### config.mk
export PLATFORM = sky130hd
export DESIGN_NAME = transport_send
export DESIGN_NICKNAME = d
export VERILOG_FILES = /design/src/rtl/transport_pkg.sv /design/src/rtl/transport_send_fifo.sv /design/src/rtl/transport_send.sv
export SDC_FILE = /design/constraint.sdc
export NUM_CORES = 1
export LEC_CHECK = 0
export CELL_PAD_IN_SITES_DETAIL_PLACEMENT = 0
export CELL_PAD_IN_SITES_GLOBAL_PLACEMENT = 1
export CORE_MARGIN = 3
export CORE_UTILIZATION = 45
export CTS_CLUSTER_SIZE = 12
export DETAILED_ROUTE_END_ITERATION = 10
export GPL_TIMING_DRIVEN = 0
export PLACE_DENSITY_LB_ADDON = 0.1
export SLEW_MARGIN = 40
export SYNTH_ARGS = -nofsm -noshare
export SYNTH_HDL_FRONTEND = slang
export SYNTH_SLANG_ARGS = --single-unit
### constraint.sdc
create_clock -name clk -period 3.8 [get_ports clk]
set_input_delay 0.38 -clock clk [delete_from_list [all_inputs] [get_ports clk]]
set_output_delay 0.38 -clock clk [all_outputs]
set_load 0.1 [all_outputs]
### src/rtl/transport_pkg.sv
// Shared transport-layer definitions: packet headers, session word qualifiers and framer states.
// The receive side uses the same package.
package transport_pkg;

    localparam logic [7:0] HDR_CONTROL = 8'h40;
    localparam logic [7:0] HDR_AUDIO   = 8'h80;

    localparam logic [1:0] SES_NONE  = 2'b00;
    localparam logic [1:0] SES_CTRL  = 2'b01;
    localparam logic [1:0] SES_AUDIO = 2'b10;

    typedef enum logic [1:0] {
        S_IDLE    = 2'd0,
        S_HEADER  = 2'd1,
        S_PAYLOAD = 2'd2,
        S_PAD     = 2'd3
    } tx_state_t;

    typedef enum logic {
        PKT_CONTROL = 1'b0,
        PKT_AUDIO   = 1'b1
    } pkt_type_t;

    function automatic logic [7:0] header_for(input pkt_type_t t);
        return (t == PKT_AUDIO) ? HDR_AUDIO : HDR_CONTROL;
    endfunction

endpackage

### src/rtl/transport_send_fifo.sv
// Audio sample FIFO for the transmit framer: first-word fall-through head plus a peek at the
// following word, so the framer can register the next sample's high byte on the same edge it pops.
module tx_audio_fifo #(
    parameter int WIDTH = 16,
    parameter int DEPTH = 16
) (
    input  logic                     clk,
    input  logic                     reset,
    input  logic                     i_push,
    input  logic [WIDTH-1:0]         i_data,
    input  logic                     i_pop,
    output logic [WIDTH-1:0]         o_head,
    output logic [WIDTH-1:0]         o_head_next,
    output logic                     o_full,
    output logic                     o_empty,
    output logic [$clog2(DEPTH):0]   o_count
);

    localparam int PTR_W = $clog2(DEPTH);
    localparam logic [PTR_W:0] FULL_CNT = (PTR_W + 1)'(DEPTH);

    logic [WIDTH-1:0] r_mem [DEPTH];
    logic [PTR_W-1:0] r_wr_ptr;
    logic [PTR_W-1:0] r_rd_ptr;
    logic [PTR_W:0]   r_count;
    logic             w_pop;
    logic             w_push;

    // A pop in the same cycle frees the slot, so a push onto a full FIFO is still taken.
    assign w_pop  = i_pop & (r_count != '0);
    assign w_push = i_push & ((r_count != FULL_CNT) | w_pop);

    always_ff @(posedge clk) begin
        if (reset) begin
            r_wr_ptr <= '0;
            r_rd_ptr <= '0;
            r_count  <= '0;
        end else begin
            if (w_push) r_wr_ptr <= r_wr_ptr + PTR_W'(1);
            if (w_pop)  r_rd_ptr <= r_rd_ptr + PTR_W'(1);
            case ({w_push, w_pop})
                2'b10:   r_count <= r_count + (PTR_W + 1)'(1);
                2'b01:   r_count <= r_count - (PTR_W + 1)'(1);
                default: r_count <= r_count;
            endcase
        end
    end

    always_ff @(posedge clk) begin
        if (w_push) r_mem[r_wr_ptr] <= i_data;
    end

    assign o_head      = r_mem[r_rd_ptr];
    assign o_head_next = r_mem[r_rd_ptr + PTR_W'(1)];
    assign o_full      = (r_count == FULL_CNT);
    assign o_empty     = (r_count == '0);
    assign o_count     = r_count;

endmodule

### src/rtl/transport_send.sv
// Transport transmit framer: buffers control words and audio samples from the session layer and
// streams fixed-size byte packets to the network layer, one byte per sendSignal/netReady handshake.
//
//  state     | meaning
//  S_IDLE    | no packet on the wire; picks control first, else audio once a full packet is buffered
//  S_HEADER  | header byte presented
//  S_PAYLOAD | control word bytes, or audio samples hi/lo (pop on lo)
//  S_PAD     | zero fill up to PACKET_BYTES
module transport_send
    import transport_pkg::*;
#(
    parameter int PACKET_BYTES = 16,
    parameter int AUDIO_WORDS  = 7,
    parameter int AUDIO_DEPTH  = 16
) (
    input  logic        clk,
    input  logic        reset,
    input  logic [1:0]  fromSession,
    input  logic [15:0] sessionData,
    output logic        busy,
    input  logic        netReady,
    output logic        sendSignal,
    output logic [7:0]  packetOut,
    output logic        dropped
);

    localparam int BCNT_W = $clog2(PACKET_BYTES);
    localparam int CNT_W  = $clog2(AUDIO_DEPTH) + 1;
    localparam logic [BCNT_W-1:0] CTRL_LAST  = BCNT_W'(2);
    localparam logic [BCNT_W-1:0] AUDIO_LAST = BCNT_W'(2 * AUDIO_WORDS);
    localparam logic [BCNT_W-1:0] PKT_LAST   = BCNT_W'(PACKET_BYTES - 1);
    localparam logic [CNT_W-1:0]  AUDIO_MIN  = CNT_W'(AUDIO_WORDS);

    tx_state_t         r_state;
    pkt_type_t         r_type;
    logic [BCNT_W-1:0] r_bcnt;
    logic              r_send;
    logic [7:0]        r_byte;
    logic              r_dropped;
    logic              r_ctrl_pending;
    logic [15:0]       r_ctrl_word;

    logic              w_xfer;
    logic              w_ctrl_offer;
    logic              w_ctrl_clear;
    logic              w_ctrl_accept;
    logic              w_audio_offer;
    logic              w_audio_accept;
    logic              w_pop;
    logic [15:0]       w_head;
    logic [15:0]       w_head_next;
    logic              w_fifo_full;
    logic              w_fifo_empty;
    logic [CNT_W-1:0]  w_fifo_count;
    logic [BCNT_W-1:0] w_bcnt_nxt;
    logic [BCNT_W-1:0] w_last_payload;
    logic [7:0]        w_next_byte;

    assign w_xfer         = r_send & netReady;
    assign w_last_payload = (r_type == PKT_CONTROL) ? CTRL_LAST : AUDIO_LAST;

    assign w_ctrl_clear  = w_xfer && (r_state == S_PAYLOAD) && (r_type == PKT_CONTROL)
                           && (r_bcnt == CTRL_LAST);
    assign w_ctrl_offer  = (fromSession == SES_CTRL);
    assign w_ctrl_accept = w_ctrl_offer & (~r_ctrl_pending | w_ctrl_clear);

    // Payload low bytes sit at even byte indices; the sample leaves the FIFO as its low byte goes out.
    assign w_pop = w_xfer && (r_state == S_PAYLOAD) && (r_type == PKT_AUDIO)
                   && !r_bcnt[0] && !w_fifo_empty;

    assign w_audio_offer  = (fromSession == SES_AUDIO);
    assign w_audio_accept = w_audio_offer & (~w_fifo_full | w_pop);

    tx_audio_fifo #(
        .WIDTH (16),
        .DEPTH (AUDIO_DEPTH)
    ) u_fifo (
        .clk         (clk),
        .reset       (reset),
        .i_push      (w_audio_accept),
        .i_data      (sessionData),
        .i_pop       (w_pop),
        .o_head      (w_head),
        .o_head_next (w_head_next),
        .o_full      (w_fifo_full),
        .o_empty     (w_fifo_empty),
        .o_count     (w_fifo_count)
    );

    always_ff @(posedge clk) begin
        if (reset) begin
            r_ctrl_pending <= 1'b0;
            r_ctrl_word    <= '0;
            r_dropped      <= 1'b0;
        end else begin
            if (w_ctrl_accept) begin
                r_ctrl_pending <= 1'b1;
                r_ctrl_word    <= sessionData;
            end else if (w_ctrl_clear) begin
                r_ctrl_pending <= 1'b0;
            end
            r_dropped <= (w_ctrl_offer & ~w_ctrl_accept) | (w_audio_offer & ~w_audio_accept);
        end
    end

    // Byte to present after the current one transfers; outputs are registered one byte ahead.
    always_comb begin
        w_bcnt_nxt  = r_bcnt + BCNT_W'(1);
        w_next_byte = 8'h00;
        if (r_type == PKT_CONTROL) begin
            if (w_bcnt_nxt == BCNT_W'(1))
                w_next_byte = r_ctrl_word[15:8];
            else if (w_bcnt_nxt == CTRL_LAST)
                w_next_byte = r_ctrl_word[7:0];
        end else if (w_bcnt_nxt <= AUDIO_LAST) begin
            if (!w_bcnt_nxt[0])
                w_next_byte = w_head[7:0];
            else if (r_bcnt == '0)
                w_next_byte = w_head[15:8];
            else
                w_next_byte = w_head_next[15:8];
        end
    end

    always_ff @(posedge clk) begin
        if (reset) begin
            r_state <= S_IDLE;
            r_type  <= PKT_CONTROL;
            r_bcnt  <= '0;
            r_send  <= 1'b0;
            r_byte  <= 8'h00;
        end else begin
            case (r_state)
                S_IDLE: begin
                    r_send <= 1'b0;
                    r_byte <= 8'h00;
                    r_bcnt <= '0;
                    if (r_ctrl_pending) begin
                        r_type  <= PKT_CONTROL;
                        r_state <= S_HEADER;
                        r_send  <= 1'b1;
                        r_byte  <= header_for(PKT_CONTROL);
                    end else if (w_fifo_count >= AUDIO_MIN) begin
                        r_type  <= PKT_AUDIO;
                        r_state <= S_HEADER;
                        r_send  <= 1'b1;
                        r_byte  <= header_for(PKT_AUDIO);
                    end
                end
                S_HEADER, S_PAYLOAD, S_PAD: begin
                    if (w_xfer) begin
                        r_bcnt <= w_bcnt_nxt;
                        r_byte <= w_next_byte;
                        if (r_bcnt == PKT_LAST) begin
                            r_state <= S_IDLE;
                            r_send  <= 1'b0;
                            r_byte  <= 8'h00;
                        end else if (r_state == S_HEADER) begin
                            r_state <= S_PAYLOAD;
                        end else if ((r_state == S_PAYLOAD) && (r_bcnt == w_last_payload)) begin
                            r_state <= S_PAD;
                        end
                    end
                end
                default: r_state <= S_IDLE;
            endcase
        end
    end

    assign busy       = r_ctrl_pending | w_fifo_full;
    assign sendSignal = r_send;
    assign packetOut  = r_byte;
    assign dropped    = r_dropped;

endmodule

# Word level (Yosys, flattened, before mapping)
# Memories as Yosys holds them, arrays and structs flattened. A register that Yosys moved wholly into a read port is not among the register bits.
# Cells that the tools add are included.
[word_totals]
out_inout_bits = 11
memories = 1
wordCells = 109
ff_bits = 47
in_bits = 21
ram_bits = 256
[classes]
n_mux = 35
reduce_logical = 20
n_lt_le_gt_ge = 2
eq_ne = 18
n_addsub = 5
bitwise = 17
[memory_table]
columns = ["name", "depth", "width", "read_ports", "rd_clocked_by_memory_dff", "write_ports", "line", "source"]
rows = [
  ["u_fifo.r_mem", 16, 16, 2, 1, 1, "transport_send_fifo.sv:22", "logic [WIDTH-1:0] r_mem [DEPTH];"],
]
[ops]
columns = ["operator", "n"]
rows = [
  ["8-bit two-way mux", 10],
  ["4-bit two-way mux", 4],
  ["8-bit one-hot mux with 2 select lines", 1],
  ["4-bit by 1-bit adder with 4-bit output, second input constant", 3],
  ["2-bit two-way mux", 6],
  ["1-bit two-way mux", 10],
  ["5-bit one-hot mux with 2 select lines", 1],
  ["2-bit equality test, second input constant", 4],
  ["4-bit by 2-bit equality test with 1-bit output, second input constant", 2],
  ["4-bit one-hot mux with 2 select lines", 1],
  ["1-bit AND", 7],
  ["1-bit logical AND", 7],
  ["2-bit by 1-bit equality test with 1-bit output, second input constant", 3],
  ["2-bit nonzero test", 3],
  ["5-bit by 1-bit adder with 5-bit output, second input constant", 1],
  ["5-bit equality test, second input constant", 1],
  ["5-bit by 3-bit >= comparator with 1-bit output, second input constant", 1],
  ["5-bit zero test", 1],
  ["5-bit inequality test, second input constant", 1],
  ["1-bit inverter", 5],
  ["1-bit bitwise OR", 5],
  ["5-bit nonzero test", 1],
  ["5-bit by 1-bit subtractor with 5-bit output, second input constant", 1],
  ["4-bit by 1-bit equality test with 1-bit output, second input constant", 1],
  ["other kinds (14)", 17],
]

# Depth between registers and ports, before layout
[depth]
ltp_word = 10
mapped_depth = 15
mapped_depth_nobuf = 13

# Modules after synthesis
# From an unflattened synthesis, not the netlist that was laid out.
[hier_totals]
hier_cells = 846
hier_area_um2 = 14473.9
[modules_own_cells]
columns = ["mod", "area_each_um2", "cells_each", "n_inst"]
rows = [
  ["tx_audio_fifo", 12637.1, 623, 1],
  ["transport_send", 1836.8, 223, 1],
]

# Worst setup path after synthesis
# No wires, ideal clock.
[synth_timing]
path_type = "register to register"
start = "register r_send, in the netlist sendSignal"
end = "register u_fifo.r_count[4], in the netlist u_fifo.o_count[4]"
path_buffers = 1
slack_ps = -118
arrival_ps = 3847
setup_time_ps = 70
path_stages_with_launch = 15
path_cell_list = "dfxtp_1 -> nand4b_2 -> o311a_1 -> nor3b_4 -> inv_1 -> ha_1 -> clkbuf_1 -> xor2_1 -> ha_1 -> o21a_1 -> o22a_1 -> a21oi_1 -> xor2_1 -> or3_1 -> a21oi_1"
[synth_via]
elab_chain_len = 10
[synth_lines]
columns = ["item", "line", "source"]
rows = [
  ["start: declaration", "transport_send.sv:37", "logic r_send;"],
  ["start signal: assignment", "transport_send.sv:130", "r_send <= 1'b0;"],
  ["start signal: assignment", "transport_send.sv:135", "r_send <= 1'b0;"],
  ["start signal: assignment", "transport_send.sv:141", "r_send <= 1'b1;"],
  ["1-bit AND *", "transport_send.sv:59", "assign w_xfer = r_send & netReady;"],
  ["1-bit logical AND * (2 in series)", "transport_send.sv:68", "assign w_pop = w_xfer && (r_state == S_PAYLOAD) && (r_type == PKT_AUDIO)"],
  ["1-bit logical AND * (2 in series)", "transport_send.sv:69", "&& !r_bcnt[0] && !w_fifo_empty;"],
  ["1-bit bitwise OR / 1-bit AND (equally long branches)", "transport_send.sv:72, transport_send_fifo.sv:30", ""],
  ["1-bit AND / 1-bit bitwise OR (equally long branches)", "transport_send.sv:72, transport_send_fifo.sv:31", ""],
  ["1-bit AND", "transport_send_fifo.sv:31", "assign w_push = i_push & ((r_count != FULL_CNT) | w_pop);"],
  ["2-bit by 1-bit equality test with 1-bit output / 2-bit equality test (equally long branches)", "transport_send_fifo.sv:41", "case ({w_push, w_pop})"],
  ["5-bit one-hot mux with 2 select lines / 2-bit nonzero test (equally long branches)", "--", ""],
  ["end signal: assignment", "transport_send_fifo.sv:42", "2'b10: r_count <= r_count + (PTR_W + 1)'(1);"],
  ["end signal: assignment", "transport_send_fifo.sv:43", "2'b01: r_count <= r_count - (PTR_W + 1)'(1);"],
  ["end signal: assignment", "transport_send_fifo.sv:44", "default: r_count <= r_count;"],
  ["end: declaration", "transport_send_fifo.sv:25", "logic [PTR_W:0] r_count;"],
]
# Every way passes the cells marked *; elsewhere a longest branch is shown, timed or not.
# A chain may end at the register's enable or synchronous reset.

# Final worst setup path
[layout_timing]
start = "register u_fifo.r_count[1], in the netlist u_fifo.o_count[1]"
end = "register u_fifo.r_count[4], in the netlist u_fifo.o_count[4]"
[layout_via]
elab_chain_len = 8
[layout_lines]
columns = ["item", "line", "source"]
rows = [
  ["5-bit zero test", "transport_send_fifo.sv:56", "assign o_empty = (r_count == '0);"],
  ["1-bit zero test", "transport_send.sv:69", ""],
  ["1-bit logical AND", "transport_send.sv:69", ""],
  ["1-bit bitwise OR / 1-bit AND (equally long branches)", "transport_send.sv:72, transport_send_fifo.sv:30", ""],
  ["1-bit AND / 1-bit bitwise OR (equally long branches)", "transport_send.sv:72, transport_send_fifo.sv:31", ""],
  ["1-bit AND", "transport_send_fifo.sv:31", ""],
  ["2-bit by 1-bit equality test with 1-bit output / 2-bit equality test (equally long branches)", "transport_send_fifo.sv:41", ""],
  ["5-bit one-hot mux with 2 select lines / 2-bit nonzero test (equally long branches)", "--", ""],
]
# Several ways; a longest one is shown, not always the timed one.

==> metrics.txt <==
# TYPE chip_impl_metric gauge
chip_impl_info{name="outcome",value="completed"} 1
chip_impl_metric{name="final_min_period_over_clock_period",unit="%"} 90.4
chip_impl_metric{name="synth_enable_flop_cells",unit=""} 256
chip_impl_info{name="netlist_top_cells_count",value="sky130_fd_sc_hd__edfxtp_1 (256), sky130_fd_sc_hd__mux4_2 (94), sky130_fd_sc_hd__nand2_1 (76)"} 1
chip_impl_info{name="rsz0062_at_grt",value="false"} 1
chip_impl_metric{name="post-route-drc-count",unit=""} 0
chip_impl_info{name="ys.flop_type",value="sky130_fd_sc_hd__edfxtp_1"} 1
chip_impl_metric{name="yosysTopAreaCellShare",unit="%"} 56.9
chip_impl_info{name="timing_worst_setup_path_type",value="reg2reg"} 1
chip_impl_info{name="holdCritStartpoint",value="packetOut[4]$_SDFFE_PP0P_"} 1
chip_impl_metric{name="design.final.nets",unit=""} 981
chip_impl_info{name="synth_area_leaders",value="sky130_fd_sc_hd__edfxtp_1 (57%), sky130_fd_sc_hd__mux4_2 (16%), sky130_fd_sc_hd__dfxtp_1 (7.6%)"} 1
chip_impl_metric{name="mean_post_synth_cell_area",unit="sq um"} 15.9
chip_impl_metric{name="fin_worst_skew",unit="ps"} 16.1
chip_impl_metric{name="final-hold-violation-count",unit=""} 0
chip_impl_metric{name="initial_utilization",unit="%"} 46.3
chip_impl_metric{name="fillerInstances",unit=""} 2395
chip_impl_metric{name="via_per_inst",unit=""} 6.01
chip_impl_metric{name="antenna_cells",unit=""} 0
chip_impl_metric{name="final-max-slew-violation-count",unit=""} 0
chip_impl_metric{name="routabilityCongestion",unit=""} 0.837
chip_impl_metric{name="initialDrtViolationCount",unit=""} 819
chip_impl_metric{name="wire_length_of_the_first_global_routing_pass",unit="mm"} 54.2
chip_impl_metric{name="synth-seq-cells",unit=""} 307
chip_impl_metric{name="worst_skew_pair.late_latency",unit="ps"} 520
chip_impl_metric{name="synthesis.area",unit="sq um"} 13500
chip_impl_metric{name="placement.cell_area",unit="sq um"} 14700
chip_impl_metric{name="syn2layout_area_growth",unit="%"} 16.6
chip_impl_metric{name="worst_ep_required_time",unit="ps"} 4250
chip_impl_metric{name="grt_max_degree",unit=""} 18
chip_impl_metric{name="clock_sink_count",unit=""} 307
chip_impl_info{name="crit_path_start_kind",value="flop"} 1
chip_impl_metric{name="buffer_ports.inserted",unit=""} 31
chip_impl_metric{name="clk_pin_slew_worst_paths",unit="ps"} 60
chip_impl_metric{name="post_synth_inst_count",unit=""} 849
chip_impl_metric{name="crit_path_max_fanout",unit=""} 9
chip_impl_info{name="min-delay-path-class",value="reg2reg"} 1
chip_impl_metric{name="sequential_element_share_of_the_synthesized_area",unit="%"} 64.4
chip_impl_metric{name="clock.fmax",unit="MHz"} 291
chip_impl_metric{name="total_power",unit="mW"} 7.05
chip_impl_metric{name="design.die.area",unit="sq um"} 32200
chip_impl_metric{name="netlist-cell-type-count",unit=""} 58
chip_impl_info{name="synthDominantAreaCellType",value="sky130_fd_sc_hd__edfxtp_1"} 1
chip_impl_metric{name="vias",unit=""} 8143
chip_impl_metric{name="layout-drive-gt1-share",unit="%"} 25.2
chip_impl_metric{name="max-vdd-ir-drop",unit="mV"} 0.369
chip_impl_metric{name="first_global_vias",unit=""} 8226
chip_impl_metric{name="grt_total_usage",unit="%"} 23.7
chip_impl_metric{name="layout.core_utilization",unit="%"} 54.1
chip_impl_metric{name="ys_warn_count",unit=""} 0
chip_impl_metric{name="tritoncts.num_buffers",unit=""} 35
chip_impl_metric{name="timing.final.setup_violations",unit=""} 0
chip_impl_metric{name="cp.arrival",unit="ps"} 3890
chip_impl_metric{name="cts_hold_buf",unit=""} 0
chip_impl_metric{name="synth_nets",unit=""} 884
chip_impl_metric{name="row_count",unit=""} 62
chip_impl_metric{name="detail-route-antenna-nets",unit=""} 0
chip_impl_metric{name="setup.reg_to_reg.worst_slack",unit="ps"} 360
chip_impl_metric{name="multiInputGateArea",unit="sq um"} 4600
chip_impl_info{name="post-synth-top-count-cell",value="sky130_fd_sc_hd__edfxtp_1"} 1
chip_impl_metric{name="antenna_found_initial",unit=""} 0
chip_impl_metric{name="total_leakage_power",unit="nW"} 5.17
chip_impl_metric{name="sequential_cell_area",unit="sq um"} 8710
chip_impl_metric{name="pwr_density_cell",unit="nW/um^2"} 447
chip_impl_info{name="critical_path.endpoint_type",value="flop"} 1
chip_impl_metric{name="drt-wirelength-per-cell",unit="um"} 27.4
chip_impl_metric{name="dpl.hpwl",unit="mm"} 26.2
chip_impl_metric{name="ys_async_sr_fraction",unit="%"} 0
chip_impl_info{name="clk_root_buffer_cell",value="sky130_fd_sc_hd__clkbuf_16"} 1
chip_impl_metric{name="layout.cell_area.non_filler",unit="sq um"} 15800
chip_impl_metric{name="layout_min_cycle_time",unit="ps"} 3440
chip_impl_info{name="cts_tree",value="built"} 1
chip_impl_info{name="critical_path.startpoint",value="u_fifo.o_count[1]$_SDFFE_PP0P_"} 1
chip_impl_metric{name="ios",unit=""} 32
chip_impl_metric{name="number_of_h_tree_levels",unit=""} 2
chip_impl_metric{name="worst_pin_slew",unit="ps"} 802
chip_impl_metric{name="detail_route.first_pass.iterations",unit=""} 5
chip_impl_metric{name="die_w",unit="um"} 179
chip_impl_metric{name="slew_headroom",unit="%"} 45.2
chip_impl_info{name="worstReg2RegStart",value="u_fifo.o_count[1]$_SDFFE_PP0P_"} 1
chip_impl_metric{name="placeable_core_region",unit="sq um"} 29200
chip_impl_metric{name="die-height",unit="um"} 179
chip_impl_metric{name="drt_wl_total",unit="mm"} 37.1
chip_impl_metric{name="max-clock-path-buffers",unit=""} 3
chip_impl_metric{name="grt.overflow.total",unit=""} 0
chip_impl_metric{name="maxCapViolCount",unit=""} 0
## cell type report
cell class,count,share of cell area [%]
Sequential cell,307,55.2
Tap cell,384,3.05
Multi-Input combinational cell,474,29.2
Clock inverter,13,0.817
Clock buffer,49,5.95
Timing Repair Buffer,60,3.60
Buffer,58,1.95
Inverter,10,0.238
## flip-flops by register name, indices dropped and copies added, names as in the netlist, 2 cells and up, named ones only
name             cells
r_bcnt               4
u_fifo.r_rd_ptr      4
r_state              2
packetOut            8
u_fifo.r_mem       256
r_ctrl_word         16
u_fifo.r_wr_ptr      4
u_fifo.o_count       5
## layer usage
metal	vias to the layer above	global-route usage, %	routed length [um]
met1	4207	32.8	15800
met5	-	0	0
met4	0	8.47	1330
met2	330	37.2	17300
li1	3531	-	-
met3	75	5.25	2640
## where the power goes
group / switching (mW) / internal [mW]
combinational: 0.133 / 0.0710
sequential: 0.0205 / 3.67
clock: 1.34 / 1.81
## final timing paths
check / to / cells after the start
worst max-delay path: u_fifo.o_count[4]$_SDFFE_PP0P_ / 13
worst max register to register: u_fifo.o_count[4]$_SDFFE_PP0P_ / 13
worst min-delay path: packetOut[4]$_SDFFE_PP0P_ / 2
worst min register to register: packetOut[4]$_SDFFE_PP0P_ / 2
## critical path, stage by stage, from the launching register on
cell                        delay (ps)
sky130_fd_sc_hd__dfxtp_1           300
sky130_fd_sc_hd__clkbuf_1          350
sky130_fd_sc_hd__nor4_4            120
sky130_fd_sc_hd__a2111oi_4         540
sky130_fd_sc_hd__ha_1              270
sky130_fd_sc_hd__clkbuf_1          320
sky130_fd_sc_hd__xor2_1            120
sky130_fd_sc_hd__ha_1              230
sky130_fd_sc_hd__o21a_1            180
sky130_fd_sc_hd__o22a_1            190
sky130_fd_sc_hd__a21oi_1           180
sky130_fd_sc_hd__xor2_1             90
sky130_fd_sc_hd__or3_1             320
sky130_fd_sc_hd__a21oi_1           140
## metrics by stage
step	setup TNS (ps)	instances	hold slack (ps)	worst slack (ps)
after floorplan	0	849	463	250
after global placement	-198570	1264	456	-1740
after detailed placement	-256	1292	464	-256
after CTS	0	1354	471	182
after global routing	0	1355	499	18.2
final	0	1355	463	363
## what timing repair did
action	CTS	global route
resized for setup	0	1
endpoints found under the setup margin	0	1
buffers inserted	0	1
## logic make-up (layout without fill, tap and decap cells)
family                   after synthesis  count (layout)  share of synthesized area (%)
buffers and inverters                 68             190                           2.54
AND/OR/NAND/NOR                      223             223                           7.66
flip-flops                           307             307                           64.4
AO/OA/AOI/OAI                         84              84                           4.14
adder cells (fa/ha/maj)               14              14                           1.30
XOR/XNOR                              16              16                           1.09
multiplexers                         137             137                           18.9
## layout by cell type (no fill, tap or decap), types with 4 or more instances in the layout
| cell | synthesis | layout |
|---|---|---|
| sky130_fd_sc_hd__a31oi_1 | 4 | 4 |
| sky130_fd_sc_hd__and2_1 | 7 | 7 |
| sky130_fd_sc_hd__clkbuf_1 | 23 | 35 |
| sky130_fd_sc_hd__a211oi_1 | 7 | 7 |
| sky130_fd_sc_hd__mux2i_1 | 41 | 41 |
| sky130_fd_sc_hd__buf_8 | 1 | 11 |
| sky130_fd_sc_hd__xor2_1 | 9 | 9 |
| sky130_fd_sc_hd__ha_1 | 14 | 14 |
| sky130_fd_sc_hd__nand2_1 | 76 | 76 |
| sky130_fd_sc_hd__a21oi_1 | 25 | 25 |
| sky130_fd_sc_hd__o21ai_1 | 5 | 5 |
| sky130_fd_sc_hd__dfxtp_1 | 51 | 50 |
| sky130_fd_sc_hd__buf_2 | 22 | 41 |
| sky130_fd_sc_hd__edfxtp_1 | 256 | 256 |
| sky130_fd_sc_hd__nand2b_1 | 5 | 5 |
| sky130_fd_sc_hd__nand4_1 | 6 | 6 |
| sky130_fd_sc_hd__nor3_1 | 10 | 5 |
| sky130_fd_sc_hd__inv_1 | 10 | 10 |
| sky130_fd_sc_hd__mux4_2 | 94 | 94 |
| sky130_fd_sc_hd__nand3b_1 | 4 | 4 |
| sky130_fd_sc_hd__clkbuf_16 | 0 | 35 |
| sky130_fd_sc_hd__nor2_1 | 63 | 51 |
| sky130_fd_sc_hd__nor2_4 | 0 | 12 |
| sky130_fd_sc_hd__clkdlybuf4s50_1 | 0 | 20 |
| sky130_fd_sc_hd__o21ai_0 | 14 | 14 |
| sky130_fd_sc_hd__buf_4 | 7 | 16 |
| sky130_fd_sc_hd__xnor2_1 | 6 | 6 |
| sky130_fd_sc_hd__a22oi_1 | 4 | 4 |
| sky130_fd_sc_hd__nor3_2 | 0 | 5 |
| sky130_fd_sc_hd__clkinv_2 | 0 | 4 |
| sky130_fd_sc_hd__nand3_1 | 32 | 32 |
| sky130_fd_sc_hd__nor2b_1 | 4 | 4 |
(Power assumes the default switching activity.)
